===== config.mk =====
export PLATFORM = sky130hd
export DESIGN_NAME = vanilla_scoreboard_latency_tracker
export DESIGN_NICKNAME = d
export VERILOG_FILES = /design/src/rtl/vanilla_scoreboard_latency_tracker.sv
export SDC_FILE = /design/constraint.sdc
export NUM_CORES = 2
export LEC_CHECK = 0
export BUFFER_PORTS_ARGS = -buffer_cell sky130_fd_sc_hd__buf_2
export CORE_MARGIN = 2
export CORE_UTILIZATION = 45
export CTS_BUF_LIST = sky130_fd_sc_hd__clkbuf_8
export CTS_CLUSTER_DIAMETER = 200
export DETAILED_ROUTE_END_ITERATION = 12
export PLACE_DENSITY_LB_ADDON = 0.15
export REMOVE_ABC_BUFFERS = 1
export SYNTH_ARGS = -nofsm -noshare
export SYNTH_HDL_FRONTEND = slang
export SYNTH_SLANG_ARGS = --single-unit

===== constraint.sdc =====
create_clock -name clk_i -period 20.2 [get_ports clk_i]
set_input_delay 3.03 -clock clk_i [delete_from_list [all_inputs] [get_ports clk_i]]
set_output_delay 3.03 -clock clk_i [all_outputs]
set_load 0.005 [all_outputs]

===== src/rtl/vanilla_scoreboard_latency_tracker.sv =====
// Vanilla core scoreboard latency tracker.
// Per-register issue-to-writeback latency, class occupancy and stall attribution.
module vanilla_scoreboard_latency_tracker #(
  parameter int els_p = 32,
  parameter int classes_p = 8,
  parameter int clear_ports_p = 2,
  parameter int latency_width_p = 16,
  parameter int count_width_p = 32,
  parameter int ignore_r0_p = 1,
  localparam int id_width_lp = (els_p > 1) ? $clog2(els_p) : 1,
  localparam int class_width_lp = (classes_p > 1) ? $clog2(classes_p) : 1
) (
  input  logic clk_i,
  input  logic reset_n_i,
  input  logic set_v_i,
  input  logic [id_width_lp-1:0] set_id_i,
  input  logic [class_width_lp-1:0] set_class_i,
  input  logic [clear_ports_p-1:0] clear_v_i,
  input  logic [clear_ports_p*id_width_lp-1:0] clear_id_i,
  input  logic stall_v_i,
  input  logic [id_width_lp-1:0] stall_id_i,
  input  logic stats_clear_i,
  output logic [els_p-1:0] pending_o,
  output logic [els_p*class_width_lp-1:0] class_o,
  output logic [classes_p*(id_width_lp+1)-1:0] outstanding_o,
  output logic [clear_ports_p-1:0] done_v_o,
  output logic [clear_ports_p*id_width_lp-1:0] done_id_o,
  output logic [clear_ports_p*class_width_lp-1:0] done_class_o,
  output logic [clear_ports_p*latency_width_p-1:0] done_latency_o,
  output logic [classes_p*count_width_p-1:0] stall_cycles_o,
  output logic error_o,
  output logic [1:0] error_code_o
);

  localparam int ow_lp = id_width_lp + 1;

  logic [els_p-1:0] pending_r;
  logic [class_width_lp-1:0] cls_r [els_p];
  logic [latency_width_p-1:0] lat_r [els_p];
  logic [count_width_p-1:0] stall_r [classes_p];

  logic set_ok;
  logic stall_ok;
  logic [id_width_lp-1:0] clr_id [clear_ports_p];
  logic [clear_ports_p-1:0] clr_ok;
  logic [clear_ports_p-1:0] clr_dup;
  logic [clear_ports_p-1:0] clr_eff;
  logic [els_p-1:0] set_hit;
  logic [els_p-1:0] clr_hit;
  logic err1, err2, err3;

  // qualify events, resolve duplicate clears and classify protocol errors
  always_comb begin
    set_ok = set_v_i && !(ignore_r0_p != 0 && set_id_i == '0);
    stall_ok = stall_v_i && !(ignore_r0_p != 0 && stall_id_i == '0)
      && pending_r[stall_id_i];
    clr_dup = '0;
    clr_eff = '0;
    set_hit = '0;
    clr_hit = '0;
    err2 = 1'b0;
    for (int p = 0; p < clear_ports_p; p++) begin
      clr_id[p] = clear_id_i[p*id_width_lp +: id_width_lp];
      clr_ok[p] = clear_v_i[p]
        && !(ignore_r0_p != 0 && clr_id[p] == '0);
    end
    for (int p = 0; p < clear_ports_p; p++) begin
      for (int q = 0; q < p; q++) begin
        if (clr_ok[p] && clr_ok[q] && clr_id[p] == clr_id[q])
          clr_dup[p] = 1'b1;
      end
    end
    for (int p = 0; p < clear_ports_p; p++) begin
      if (clr_ok[p] && !clr_dup[p]) begin
        if (pending_r[clr_id[p]]) begin
          clr_eff[p] = 1'b1;
          clr_hit[clr_id[p]] = 1'b1;
        end else begin
          err2 = 1'b1;
        end
      end
    end
    if (set_ok)
      set_hit[set_id_i] = 1'b1;
    err1 = set_ok && pending_r[set_id_i] && !clr_hit[set_id_i];
    err3 = |clr_dup;
  end

  // per-register pending, class and saturating latency
  always_ff @(posedge clk_i) begin
    for (int r = 0; r < els_p; r++) begin
      if (!reset_n_i) begin
        pending_r[r] <= 1'b0;
        cls_r[r] <= '0;
        lat_r[r] <= '0;
      end else if (set_hit[r]) begin
        pending_r[r] <= 1'b1;
        cls_r[r] <= set_class_i;
        lat_r[r] <= latency_width_p'(1);
      end else if (clr_hit[r]) begin
        pending_r[r] <= 1'b0;
        cls_r[r] <= '0;
        lat_r[r] <= '0;
      end else if (pending_r[r] && lat_r[r] != '1) begin
        lat_r[r] <= lat_r[r] + latency_width_p'(1);
      end
    end
  end

  // completion records, one cycle after the clear is presented
  always_ff @(posedge clk_i) begin
    if (!reset_n_i) begin
      done_v_o <= '0;
      done_id_o <= '0;
      done_class_o <= '0;
      done_latency_o <= '0;
    end else begin
      for (int p = 0; p < clear_ports_p; p++) begin
        done_v_o[p] <= clr_eff[p];
        done_id_o[p*id_width_lp +: id_width_lp] <= clr_id[p];
        done_class_o[p*class_width_lp +: class_width_lp] <=
          cls_r[clr_id[p]];
        done_latency_o[p*latency_width_p +: latency_width_p] <=
          lat_r[clr_id[p]];
      end
    end
  end

  // stall cycles charged to the class of the blocking register
  always_ff @(posedge clk_i) begin
    if (!reset_n_i || stats_clear_i) begin
      for (int c = 0; c < classes_p; c++)
        stall_r[c] <= '0;
    end else if (stall_ok && stall_r[cls_r[stall_id_i]] != '1) begin
      stall_r[cls_r[stall_id_i]] <=
        stall_r[cls_r[stall_id_i]] + count_width_p'(1);
    end
  end

  // sticky error flag; the code holds the first error, lowest code first
  always_ff @(posedge clk_i) begin
    if (!reset_n_i) begin
      error_o <= 1'b0;
      error_code_o <= 2'd0;
    end else if (!error_o && (err1 || err2 || err3)) begin
      error_o <= 1'b1;
      priority case (1'b1)
        err1: error_code_o <= 2'd1;
        err2: error_code_o <= 2'd2;
        default: error_code_o <= 2'd3;
      endcase
    end
  end

  // flatten state and count pending registers per class
  always_comb begin
    pending_o = pending_r;
    class_o = '0;
    outstanding_o = '0;
    stall_cycles_o = '0;
    for (int r = 0; r < els_p; r++)
      class_o[r*class_width_lp +: class_width_lp] = cls_r[r];
    for (int c = 0; c < classes_p; c++) begin
      stall_cycles_o[c*count_width_p +: count_width_p] = stall_r[c];
      for (int r = 0; r < els_p; r++) begin
        if (pending_r[r] && cls_r[r] == class_width_lp'(c))
          outstanding_o[c*ow_lp +: ow_lp] =
            outstanding_o[c*ow_lp +: ow_lp] + ow_lp'(1);
      end
    end
  end

endmodule

## Word level (Yosys, flattened, before mapping)

Memory sizes are Yosys's and may differ from the RTL's. A register that Yosys moved wholly into a read port is not among the register bits.
Cells that the tools add are included.

- Logic and storage cells: 2039
- Input bits: 30
- Bits in writable memories: 864
- Bits in registers: 47
- Output and inout bits: 485
- Memories kept: 3

- $add $sub $neg: 281
- Magnitude comparators: 7
- Reductions and logical operators: 389
- Equal/unequal tests: 258
- Bitwise gates (word level): 161
- Muxes and demuxes: 903

Memories:

| name | words | bits a word | rd ports | clocked after memory_dff | write ports | RTL line | source |
|---|---|---|---|---|---|---|---|
| lat_r | 32 | 16 | 34 | 2 | 32 | 39 | `logic [latency_width_p-1:0] lat_r [els_p];` |
| stall_r | 8 | 32 | 9 | 0 | 8 | 40 | `logic [count_width_p-1:0] stall_r [classes_p];` |
| cls_r | 32 | 3 | 35 | 2 | 32 | 38 | `logic [class_width_lp-1:0] cls_r [els_p];` |

Operators with widths:

| kind | number |
|---|---|
| two-way mux 16 bit | 96 |
| adder 6 x 1 -> 6 bit (second input constant) | 248 |
| two-way mux 6 bit | 248 |
| adder 16 x 1 -> 16 bit (second input constant) | 32 |
| != test 16 bit (second input constant) | 32 |
| two-way mux 1 bit | 479 |
| equality test 3 bit (second input constant) | 128 |
| logical AND 1 bit | 303 |
| two-way mux 3 bit | 65 |
| equality test 3 x 2 -> 1 bit (second input constant) | 64 |
| two-way mux 32 bit | 6 |
| bitwise OR 1 bit | 160 |
| equality test 3 x 1 -> 1 bit (second input constant) | 32 |
| zero test 3 bit | 32 |
| nonzero test 2 bit | 32 |
| adder 32 x 1 -> 32 bit (second input constant) | 1 |
| != test 32 bit (second input constant) | 1 |
| bitwise OR 32 bit | 1 |
| OR reduction 32 bit | 1 |
| binary-select mux 1 bit (select 5 bit) | 5 |
| < comparator 5 x 6 -> 1 bit (second input constant) | 4 |
| zero test 5 bit | 4 |
| demux 1 bit (select 5 bit) | 3 |
| >= comparator 5 x 1 -> 1 bit (second input constant) | 3 |
| 5 further kinds | 19 |

## Longest topological paths before layout

An unclocked memory read counts as a cell.

- Depth after elaboration: 66
- Depth in mapped cells: 95
- Depth with buffers taken out: 94

## Worst setup path after synthesis

OpenSTA, ideal clock, no wires.

- Path type: reg-to-output
- Start: mem cls_r[0][1] in the netlist's numbering
- End: out outstanding_o[11]
- Setup slack: 1.191 ns
- Stages on the path, launching flop included: 87
- Buffers on the path: 1
- Data arrival time: 15.979 ns
- Data required time: 17.170 ns
- Cells stage by stage: edfxtp_1 > clkbuf_1 > nor4bb_1 > ha_1 > xnor2_1 > ha_1 > nor2_1 > a31oi_1 > ha_1 > mux2_2 > ha_1 > o22a_1 > xnor2_1 > a21oi_1 > ha_1 > a22oi_1 > nand2_1 > o21ai_0 > [... 51 more ...] > nor2_1 > xnor2_1 > o21ai_0 > ha_1 > nor2_1 > a211oi_1 > a21o_1 > ha_1 > mux2i_1 > inv_1 > ha_1 > nand2_1 > xor2_1 > inv_1 > nand4b_1 > a2111oi_0 > nor3_1 > xnor3_1

RTL lines:

| item | RTL line | source |
|---|---|---|
| start, declared | 38 |  |
| end, declared | 25 | `output logic [classes_p*(id_width_lp+1)-1:0] outstanding_o,` |

==> out/summary.txt <==
status -> complete, no violations
CTS root buffer -> clkbuf_8
RSZ-0062 raised after global routing -> true
GRT overflow -> 0
CP Max Fanout -> 4
mux share of post-synthesis cell area -> 0.103
synth unique cells -> 126
Setup crit end -> outstanding_o[11]
Compound-Gate Fraction of Synth Area -> 0.121
M3 GR Usage -> 0.0538
Cell Rows -> 168
non-filler cells, final -> 14000
Synth Area in XOR/XNOR -> 0.183
fill cell count -> 19400
Hold Path Class -> reg2reg
WL/cell -> 26.8 um
Port-buffer cells -> 514
WHS Path Cells -> 1
first-pass GRT wire length -> 543 mm
ys async rst share -> 0
Worst Skew -> 0.0668 ns
Worst R2R Setup Slack -> 11.28 ns
Hold Slack -> 0.457 ns
drt total wl -> 375 mm
measured slew at the worst slew-check pin -> 1.30 ns
total CTS buffers -> 155
EDFF count, synth -> 864
H-Tree Depth -> 4
Hold Fails Final Rpt -> 0
leakage power -> 40.4 nW
Crit Path Category -> reg2out
Initial Utilization -> 0.454
total number of vias -> 88600
fin crit share -> 0.970
Vias/cell -> 6.33
Detailed Place HPWL -> 285 mm
commonest non-fill, non-tap cell in the layout -> nor2_1
CTS tree -> built
combinational family with the most area after synthesis -> simple AND/OR/NAND/NOR gates
Syn Inst Count -> 10500
max cap viols -> 0
Clock Sinks -> 949
DRC viols -> 0
slowest cell delay on critical path -> 0.46 ns
VDD IR-drop max -> 70.8 uV
Synth Flop Type -> edfxtp_1
number of global-route vias before repair -> 83800
Slew Limit Fails -> 0
R2R cell count -> 21
Layout Utilization -> 0.517
Die Area -> 215000 um2
Post-Synth Adder-Cell Area -> 0.0381
Peak Freq -> 51.0 MHz
initial antenna violation count -> 28
CP dominant cell by count -> ha_1
sequential share of power -> 0.483
Die Wd -> 464 um
Std-Cell Core Area -> 210000 um2
final setup violation count -> 0
crit end category -> output port
simple-gate share of the synthesized area -> 0.230
pwr dens -> 44.6 nW/um2
clk buf depth -> 3
Worst-path clk slew -> 0.07 ns
register area -> 27700 um2
Multi-input gate area -> 67100 um2
dpl cells -> 13500
Rel. slew slack -> 0.129
Synth Cell Area -> 95200 um2
clock latency on the worst-skew pair -> 0.94 ns
area grow syn2layout -> 14.0%
Mapped Avg Cell Area -> 9.07 um2
commonest non-fill, non-tap cells in the layout -> nor2_1, nand2_1, edfxtp_1, xnor2_1, xor2_1
Final GP Congestion -> 1.02
Top Usage Layer GRT -> met2
IO Pins -> 515
Psw -> 0.00152 W
Syn. warnings -> 0
Switching Share -> 0.314
CP Data Arrival Time -> 16.56 ns
Final Critical Period -> 19.59 ns
total negative setup slack -> 0 ns
reg2reg end -> stall_r[1][15]
worst r2r src -> cls_r[6][1]
post-synthesis sequential area ratio -> 0.291
largest net degree at the start of global routing -> 71
share of layout cells above drive strength 1 -> 0.215
met1 Usage GRT -> 0.410
Comb pwr share -> 0.173
Post-CTS Hold Buffers -> 0
crit path max-delay cell type -> edfxtp_1
Initial DRC Count -> 9789
Crit path required time -> 17.17 ns
GR Util met2 -> 0.547
Final Net Count -> 11400
Pint -> 0.00332 W
FF+latch count, synth -> 949
remaining antenna violation count -> 0
GRT Total Usage -> 0.333
crit start category -> register
first-pass iteration count of the detailed router -> 10
crit path launch -> cls_r[1][1]
die height -> 464 um
Clock power frac -> 0.343
Power, Total -> 0.00484 W
==> critical path: cells and delay by family, from the launching register on <==
family                   cells  cell delay, ns
AND/OR/NAND/NOR             15            1.98
buffers and inverters        7            0.87
multiplexers                 5            1.38
flip-flops                   1            0.46
XOR/XNOR                    14            2.26
AO/OA/AOI/OAI               26            3.99
adder cells (fa/ha/maj)     17            4.70
==> how the worst min path moves through the flow <==
| stage | start | end | slack [ns] |
|---|---|---|---|
| final | pending_o[30] | pending_o[30] | 0.46 |
| after global routing | pending_o[30] | pending_o[30] | 0.47 |
| after CTS | pending_o[30] | pending_o[30] | 0.46 |
| after detailed placement | pending_o[30] | pending_o[30] | 0.44 |
| after global placement | pending_o[30] | pending_o[30] | 0.44 |
| after floorplan | error_code_o[0] | error_code_o[0] | 0.51 |
==> final cells by class <==
cell class                 count  share of cell area
multi-input combinational   8688               0.618
sequential                   949               0.255
clock inverter               117             0.00633
inverter                     274             0.00955
clock buffer                 163              0.0207
timing repair buffer         987              0.0574
tap                         2805              0.0324
antenna                       18            0.000415
==> power by group through the flow <==
stage,clock network [W],registers (W),logic (W)
detailed placement,0,0.00237,0.000780
floorplan,0,0.00235,0.000411
finish,0.00166,0.00234,0.000839
CTS,0.00168,0.00233,0.000794
global placement,0,0.00237,0.000775
global route,0.00175,0.00235,0.000872
==> layer usage <==
metal	up-vias	share of wire
met5	-	0.00034
met4	18	0.074
met3	1070	0.083
met2	4322	0.46
met1	43700	0.38
li1	39500	-
==> registers in the layout, summed over array words and instances (netlist names) <==
signal / cells
cls_r: 96
done_class_o: 6
done_id_o: 10
done_latency_o: 32
done_v_o: 2
error_code_o: 2
error_o: 1
lat_r: 512
pending_o: 32
stall_r: 256
==> Yosys cell counts (33+ instances only) <==
master    count  area (um2)
buf_1        54         203
nand4_1     132         826
nor3_1      217        1090
a31oi_1      95         594
dfxtp_1      85        1700
or2_2        85         532
a41oi_1      50         438
o211ai_1     73         548
clkbuf_1    480        1800
nor4_1       46         288
xor2_1      564        4940
edfxtp_1    864       25900
a31o_2       35         307
xnor2_1     912        7990
o22ai_1     106         663
nand3b_1     38         285
nor2_1     1480        5560
xnor3_1      57        1280
nor3b_1      37         278
o21a_1       38         285
a21oi_1     340        1700
xnor2_2      59         960
and3_1      190        1190
a221oi_1     33         289
a22oi_1     185        1390
mux2_2       50         563
o21ai_0     292        1460
ha_1        281        3520
a21o_1       34         255
o31ai_1      53         398
or3_1        60         375
and4b_1      48         480
inv_1       262         983
nand2_1    1092        4100
nand3_1     469        2350
nor2b_1      73         457
nand4b_1     50         438
nand2b_1    108         676
and2_1      192        1200
mux4_2      365        8220
buf_2        34         170
nor4bb_1     36         360
a211oi_1     63         473
mux2i_1     103        1030
==> cell families (layout without fill, tap and decap cells) <==
logic type	after synthesis	count (layout)
other	1	21
muxes	520	520
xor gates and xnor gates	1688	1688
and+or+nand+nor	4489	4489
buffers and inverters	851	1541
adders and majority gates	292	292
DFF	949	949
AOI/OAI and AO/OA	1696	1696
==> through the flow <==
step / setup WS, ns / cell area [um2]
2_1_floorplan: 1.10 / 92900
3_3_place_gp: 0.175 / 101000
3_5_place_dp: -0.167 / 101000
4_1_cts: 0.00679 / 105000
5_1_grt: -0.341 / 108000
6_report: 0.608 / 108000
==> what timing repair did <==
item                       CTS  global route
buffers inserted            76           164
setup endpoints to repair   40            40
gates resized for setup    153           428
pin swaps                   60           315
gates cloned                 0             0
Power figures use the tool's default switching activity.
